File: src/rtl/game_pkg.sv
// Shared game-logic constants, board-select FSM states and source indices.
package game_pkg;

    localparam int BOARD_ROWS = 4;
    localparam int BOARD_COLS = 4;
    localparam int CELL_W     = 12;

    localparam int SRC_LEFT  = 0;
    localparam int SRC_RIGHT = 1;
    localparam int SRC_UP    = 2;
    localparam int SRC_DOWN  = 3;

    typedef enum logic [1:0] {
        IDLE,
        CMP,
        WRITE
    } bsel_state_t;

endpackage

File: src/rtl/board_select_reg_if.sv
// Request/response bundle of the board selector.
// BOARD_UNDO_EN adds the undo request and undo_avail status.
interface board_select_reg_if #(
    parameter int NUM_SRC = 4,
    parameter int ROWS    = game_pkg::BOARD_ROWS,
    parameter int COLS    = game_pkg::BOARD_COLS,
    parameter int CELL_W  = game_pkg::CELL_W
);
    localparam int SEL_W = $clog2(NUM_SRC);

    logic [CELL_W-1:0] boards [NUM_SRC][ROWS][COLS];
    logic [SEL_W-1:0]  sel;
    logic              req;
    logic              clear;
    logic              ready;
    logic              done;
    logic              changed;
    logic              err;
    logic [CELL_W-1:0] board [ROWS][COLS];
`ifdef BOARD_UNDO_EN
    logic              undo;
    logic              undo_avail;
`endif

    modport master (
        output boards, sel, req, clear,
`ifdef BOARD_UNDO_EN
        output undo,
        input  undo_avail,
`endif
        input  ready, done, changed, err, board
    );

    modport slave (
        input  boards, sel, req, clear,
`ifdef BOARD_UNDO_EN
        input  undo,
        output undo_avail,
`endif
        output ready, done, changed, err, board
    );

endinterface

File: src/rtl/board_select_reg_neq.sv
// Combinational board compare: neq is set when any cell of a and b differs.
module board_neq #(
    parameter int ROWS   = 4,
    parameter int COLS   = 4,
    parameter int CELL_W = 12
) (
    input  logic [CELL_W-1:0] a [ROWS][COLS],
    input  logic [CELL_W-1:0] b [ROWS][COLS],
    output logic              neq
);

    always_comb begin
        neq = 1'b0;
        for (int r = 0; r < ROWS; r++) begin
            for (int c = 0; c < COLS; c++) begin
                neq = neq | (a[r][c] != b[r][c]);
            end
        end
    end

endmodule

File: src/rtl/board_select_reg.sv
// Clocked N-source board selector holding the current game board.
// Optional undo support under BOARD_UNDO_EN.
module board_select_reg #(
    parameter int NUM_SRC = 4,
    parameter int ROWS    = game_pkg::BOARD_ROWS,
    parameter int COLS    = game_pkg::BOARD_COLS,
    parameter int CELL_W  = game_pkg::CELL_W
) (
    input logic               clk,
    input logic               rst_n,
    board_select_reg_if.slave bus
);
    import game_pkg::*;

    bsel_state_t       state;
    logic              ready;
    logic              done;
    logic              changed;
    logic              err;
    logic              diff;
    logic              stage_diff;
    logic              board_nz;
    logic [CELL_W-1:0] board_q [ROWS][COLS];
    logic [CELL_W-1:0] stage   [ROWS][COLS];
    logic [CELL_W-1:0] zero_b  [ROWS][COLS];

    assign zero_b      = '{default: '0};
    assign bus.ready   = ready;
    assign bus.done    = done;
    assign bus.changed = changed;
    assign bus.err     = err;
    assign bus.board   = board_q;

    board_neq #(.ROWS(ROWS), .COLS(COLS), .CELL_W(CELL_W)) u_cmp (
        .a(stage), .b(board_q), .neq(stage_diff)
    );

    board_neq #(.ROWS(ROWS), .COLS(COLS), .CELL_W(CELL_W)) u_nz (
        .a(board_q), .b(zero_b), .neq(board_nz)
    );

`ifdef BOARD_UNDO_EN
    logic              undo_avail;
    logic              undo_diff;
    logic [CELL_W-1:0] prev [ROWS][COLS];

    assign bus.undo_avail = undo_avail;

    board_neq #(.ROWS(ROWS), .COLS(COLS), .CELL_W(CELL_W)) u_undo (
        .a(prev), .b(board_q), .neq(undo_diff)
    );
`endif

    always_ff @(posedge clk or negedge rst_n) begin
        if (!rst_n) begin
            state   <= IDLE;
            ready   <= 1'b1;
            done    <= 1'b0;
            changed <= 1'b0;
            err     <= 1'b0;
            diff    <= 1'b0;
            board_q <= '{default: '0};
            stage   <= '{default: '0};
`ifdef BOARD_UNDO_EN
            prev       <= '{default: '0};
            undo_avail <= 1'b0;
`endif
        end else begin
            done <= 1'b0;
            err  <= 1'b0;
            unique case (state)
                IDLE: begin
                    // ready low here only for the cycle after clear/undo
                    if (!ready) begin
                        ready <= 1'b1;
                    end else if (bus.clear) begin
                        board_q <= zero_b;
                        done    <= 1'b1;
                        changed <= board_nz;
                        ready   <= 1'b0;
`ifdef BOARD_UNDO_EN
                        undo_avail <= 1'b0;
                    end else if (bus.undo) begin
                        if (undo_avail) begin
                            board_q    <= prev;
                            undo_avail <= 1'b0;
                            done       <= 1'b1;
                            changed    <= undo_diff;
                            ready      <= 1'b0;
                        end else begin
                            err <= 1'b1;
                        end
`endif
                    end else if (bus.req) begin
                        if (int'(bus.sel) < NUM_SRC) begin
                            stage <= bus.boards[bus.sel];
                            ready <= 1'b0;
                            state <= CMP;
                        end else begin
                            err <= 1'b1;
                        end
                    end
                end
                CMP: begin
                    diff    <= stage_diff;
                    done    <= 1'b1;
                    changed <= stage_diff;
                    state   <= WRITE;
                end
                WRITE: begin
                    if (diff) begin
                        board_q <= stage;
`ifdef BOARD_UNDO_EN
                        prev       <= board_q;
                        undo_avail <= 1'b1;
`endif
                    end
                    ready <= 1'b1;
                    state <= IDLE;
                end
                default: begin
                    ready <= 1'b1;
                    state <= IDLE;
                end
            endcase
        end
    end

endmodule

File: src/flat_wrapper.sv
// flat-port wrapper written by rule: the top's interface ports become plain ports
module board_select_reg_flat import game_pkg::*;
#(
    parameter int NUM_SRC = 4,
    parameter int ROWS    = game_pkg::BOARD_ROWS,
    parameter int COLS    = game_pkg::BOARD_COLS,
    parameter int CELL_W  = game_pkg::CELL_W
)
  (clk, rst_n, bus_boards, bus_sel, bus_req, bus_clear, bus_ready, bus_done, bus_changed, bus_err, bus_board);
  board_select_reg_if #(.NUM_SRC(NUM_SRC), .ROWS(ROWS), .COLS(COLS), .CELL_W(CELL_W)) bus_i ();
  input logic clk;
  input logic rst_n;
  input wire logic [$bits(bus_i.boards)-1:0] bus_boards;
  input wire logic [$bits(bus_i.sel)-1:0] bus_sel;
  input wire logic [$bits(bus_i.req)-1:0] bus_req;
  input wire logic [$bits(bus_i.clear)-1:0] bus_clear;
  output wire logic [$bits(bus_i.ready)-1:0] bus_ready;
  output wire logic [$bits(bus_i.done)-1:0] bus_done;
  output wire logic [$bits(bus_i.changed)-1:0] bus_changed;
  output wire logic [$bits(bus_i.err)-1:0] bus_err;
  output wire logic [$bits(bus_i.board)-1:0] bus_board;
  assign bus_i.boards = {>>{bus_boards}};
  assign bus_i.sel = bus_sel;
  assign bus_i.req = bus_req;
  assign bus_i.clear = bus_clear;
  assign bus_ready = bus_i.ready;
  assign bus_done = bus_i.done;
  assign bus_changed = bus_i.changed;
  assign bus_err = bus_i.err;
  assign bus_board = {>>{bus_i.board}};
  board_select_reg #(.NUM_SRC(NUM_SRC), .ROWS(ROWS), .COLS(COLS), .CELL_W(CELL_W)) u_core (.clk(clk), .rst_n(rst_n), .bus(bus_i));
endmodule
File: config.mk
export PLATFORM = sky130hd
export DESIGN_NAME = board_select_reg_flat
export DESIGN_NICKNAME = d
export VERILOG_FILES = /design/src/rtl/game_pkg.sv /design/src/rtl/board_select_reg_if.sv /design/src/rtl/board_select_reg_neq.sv /design/src/rtl/board_select_reg.sv /design/src/flat_wrapper.sv
export SDC_FILE = /design/constraint.sdc
export NUM_CORES = 1
export LEC_CHECK = 0
export BUFFER_PORTS_ARGS = -buffer_cell sky130_fd_sc_hd__buf_4
export CAP_MARGIN = 20
export CORE_AREA = 2 2 380 382
export DETAILED_ROUTE_END_ITERATION = 12
export DIE_AREA = 0 0 382 384
export GPL_ROUTABILITY_DRIVEN = 0
export HOLD_SLACK_MARGIN = 0.02
export MAX_ROUTING_LAYER = met4
export PLACE_DENSITY_LB_ADDON = 0.08
export REMOVE_ABC_BUFFERS = 1
export SYNTH_ARGS = -nofsm -noshare
export SYNTH_HDL_FRONTEND = slang
export SYNTH_HIERARCHICAL = 1
export SYNTH_SLANG_ARGS = --single-unit
File: constraint.sdc
create_clock -name clk -period 2.4 [get_ports clk]
set_input_delay 0.36 -clock clk [delete_from_list [all_inputs] [get_ports clk]]
set_output_delay 0.36 -clock clk [all_outputs]
set_load 0.01 [all_outputs]
==> metrics.txt <==
status complete, but fails checks; failing checks negative setup slack; worst-margin pin slew 1290 ps; Post-synth top flop dfrtp_1; DP HPWL 85,300 um; VDD IR max 0.488 mV; num ports 970; maxcap violations 0; share of cells above drive strength 1 49.6%; Root Driver clkbuf_16; cell area power density 1030 mW/mm2; Crit Path Max Fanout 4; Yosys warnings 6; Area Overhead vs Synth 52.9%; Post-Syn Area 0.0248 mm2; Via Count 21,167; most common cell after layout, fill and taps aside buf_4; Num Clock Sinks 390; M3 GR Usage 3.48%; area of the multi-input gates 0.0144 mm2; Buf/Inv on CP 2; Critical Path RT 2930 ps; Via density 4.05; Post-DP Area 0.0358 mm2; hold slack 170 ps; min Tclk post-route 2530 ps; total track usage 15.3%; Num CTS Buffers 54; # nets final 4,055; Die W 382 um; total gr overflow 0; global routing met2 resource utilization 27.2%; ys async rst share 100%; Post-Synthesis Cells 2,043; commonest non-fill, non-tap cells in the layout 1,111 x buf_4, 384 x dfrtp_1, 319 x xor2_1; largest net degree at the start of global routing 198; Die Footprint 0.147 mm2; Worst Path Arrival 3070 ps; Slew headroom 14.3%; final worst-path setup slack -135 ps; Critical Path Max Stage Delay 420 ps; Yosys top cell area share 39.3%; Setup CP Type flop to flop; Slew Viols, Final 0; Yosys reg bits 390; period utilisation layout 106%; chip height 384 um; number of synthesized flops with an enable pin 0; Avg Cell Area, Syn 12.1 um2; Leak Pwr 0.0170 uW; core area 0.143 mm2; Iter 0 DRT Violations 961; vias in the first global route 23,128; slowest CP cell dfrtp_1; FMAX 395 MHz; crit-path cells xor2_1, nor4_2, buf_4, nand4_1, nor4_1, buf_4, and3_4, nand4_1, mux2_4; Startpoint Class flop; clk_lat worst skew 640 ps; global-route wire length before repair 162,000 um; Avg WL per Cell 21.7 um; DRT Pass-1 Iters 7; final WL 113,000 um; antenna violations before repair 4; CTS tree built; Fin. Hold Viols 0; sequential cell area 0.00977 mm2; CP top delay family simple AND/OR/NAND/NOR gates; setup TNS -256 ps; total power 39,200 uW; worst min path class input pin to flop; # setup viols final 2; # port buffers 968; GRT met1 Usage 17.3%; unique cell type count in the Yosys netlist 32; RSZ-0062 raised after global routing yes; Clock Pin Slew Worst Setup and Hold Paths 60 ps; filler instances 15,024; top post-synthesis cells by area dfrtp_1 39%, mux4_2 17%, xor2_1 11%; drc violations 0; Post-DRT Antenna Nets 0; Worst setup EP type flop; Post-Route Skew 30.5 ps; Clock Path Buffers 3; H-tree levels 2; final instance area 0.0379 mm2; gr busiest metal met2; Synth area leader dfrtp_1; Rows 139; register area share after synthesis 39.4%; Initial Util 17.4%
-- flip-flops by register name, summed over array words and instances (netlist names) --
signal	cells
u_core/bus.changed	1
u_core/bus.done	1
u_core/diff	1
u_core/bus.ready	1
u_core/state	2
u_core/stage	192
u_core/bus.board	192
-- worst min-delay path: cells and delay by family --
kind	cells	cell delay, ps
buffers and inverters	1	70
multiplexers	2	340
-- path summary, 6_finish.rpt --
check	from	end	slack (ps)	cells after the start
min in group asynchronous	rst_n	u_core/stage[93]	190	2
setup / recovery	u_core/bus.board[99]	u_core/diff	-130	9
max in group asynchronous	rst_n	u_core/stage[26]	1270	4
hold / removal	bus_boards[723]	u_core/stage[147]	170	3
setup reg to reg	u_core/bus.board[99]	u_core/diff	-130	9
hold reg to reg	u_core/bus.changed	u_core/bus.changed	530	2
-- final cells by class --
cell class	instances	share of cell area, %
Antenna cell	2	0.0132
Clock buffer	81	4.28
Clock inverter	14	0.403
Inverter	200	1.98
Multi-Input combinational cell	1495	37.9
Sequential cell	390	25.8
Tap cell	1903	6.28
Timing Repair Buffer	1140	23.4
-- kinds of logic (layout without fill, tap and decap cells) --
| logic type | count (synthesis) | in the layout | share of synthesized area, % |
|---|---|---|---|
| mux | 385 | 385 | 26.2 |
| xor+xnor | 376 | 376 | 13.3 |
| compound gates | 207 | 207 | 4.27 |
| buf+inv | 353 | 1435 | 6.48 |
| other cells | 1 | 198 | 0.0151 |
| flops | 390 | 390 | 39.4 |
| simple gates | 331 | 331 | 10.3 |
-- Yosys cell counts, types with 15 or more instances --
cell      count
inv_1       198
mux2_2      191
dfrtp_1     389
o21ai_0     195
xor2_1      320
buf_2        15
buf_6        28
mux4_2      192
clkbuf_1     96
xnor2_1      56
nor4_1       82
nand4_1      34
nand4b_1    192
-- per-layer routing --
layer	up-vias	share of wire (%)
li1	9805	-
met1	10526	39
met2	727	52
met3	109	6.0
met4	0	2.4
met5	-	0
-- what timing repair did --
| action | CTS | global route |
|---|---|---|
| setup endpoints to repair | 2 | 2 |
| hold buffers | 4 | 0 |
| endpoints found under the hold margin | 242 | 0 |
| pin swaps | 22 | 8 |
| setup buffers | 8 | 3 |
| resized for setup | 25 | 10 |
| gates cloned | 0 | 0 |
-- report_power, final --
group / total, uW / switching (uW) / internal, uW
logic: 17100 / 8260 / 8860
clock network: 8290 / 3350 / 4950
registers: 13700 / 3920 / 9820
-- through the flow --
| stage | std cells | setup slack [ps] | util [%] |
|---|---|---|---|
| floorplan | 2085 | -6570 | - |
| global placement | 5115 | -593 | 25.1 |
| detailed placement | 5115 | -572 | 25.1 |
| CTS | 5221 | -184 | 26.5 |
| global route | 5225 | -275 | 26.5 |
| finish | 5225 | -135 | 26.5 |
Note: power is estimated with default switching activity, not from simulation.
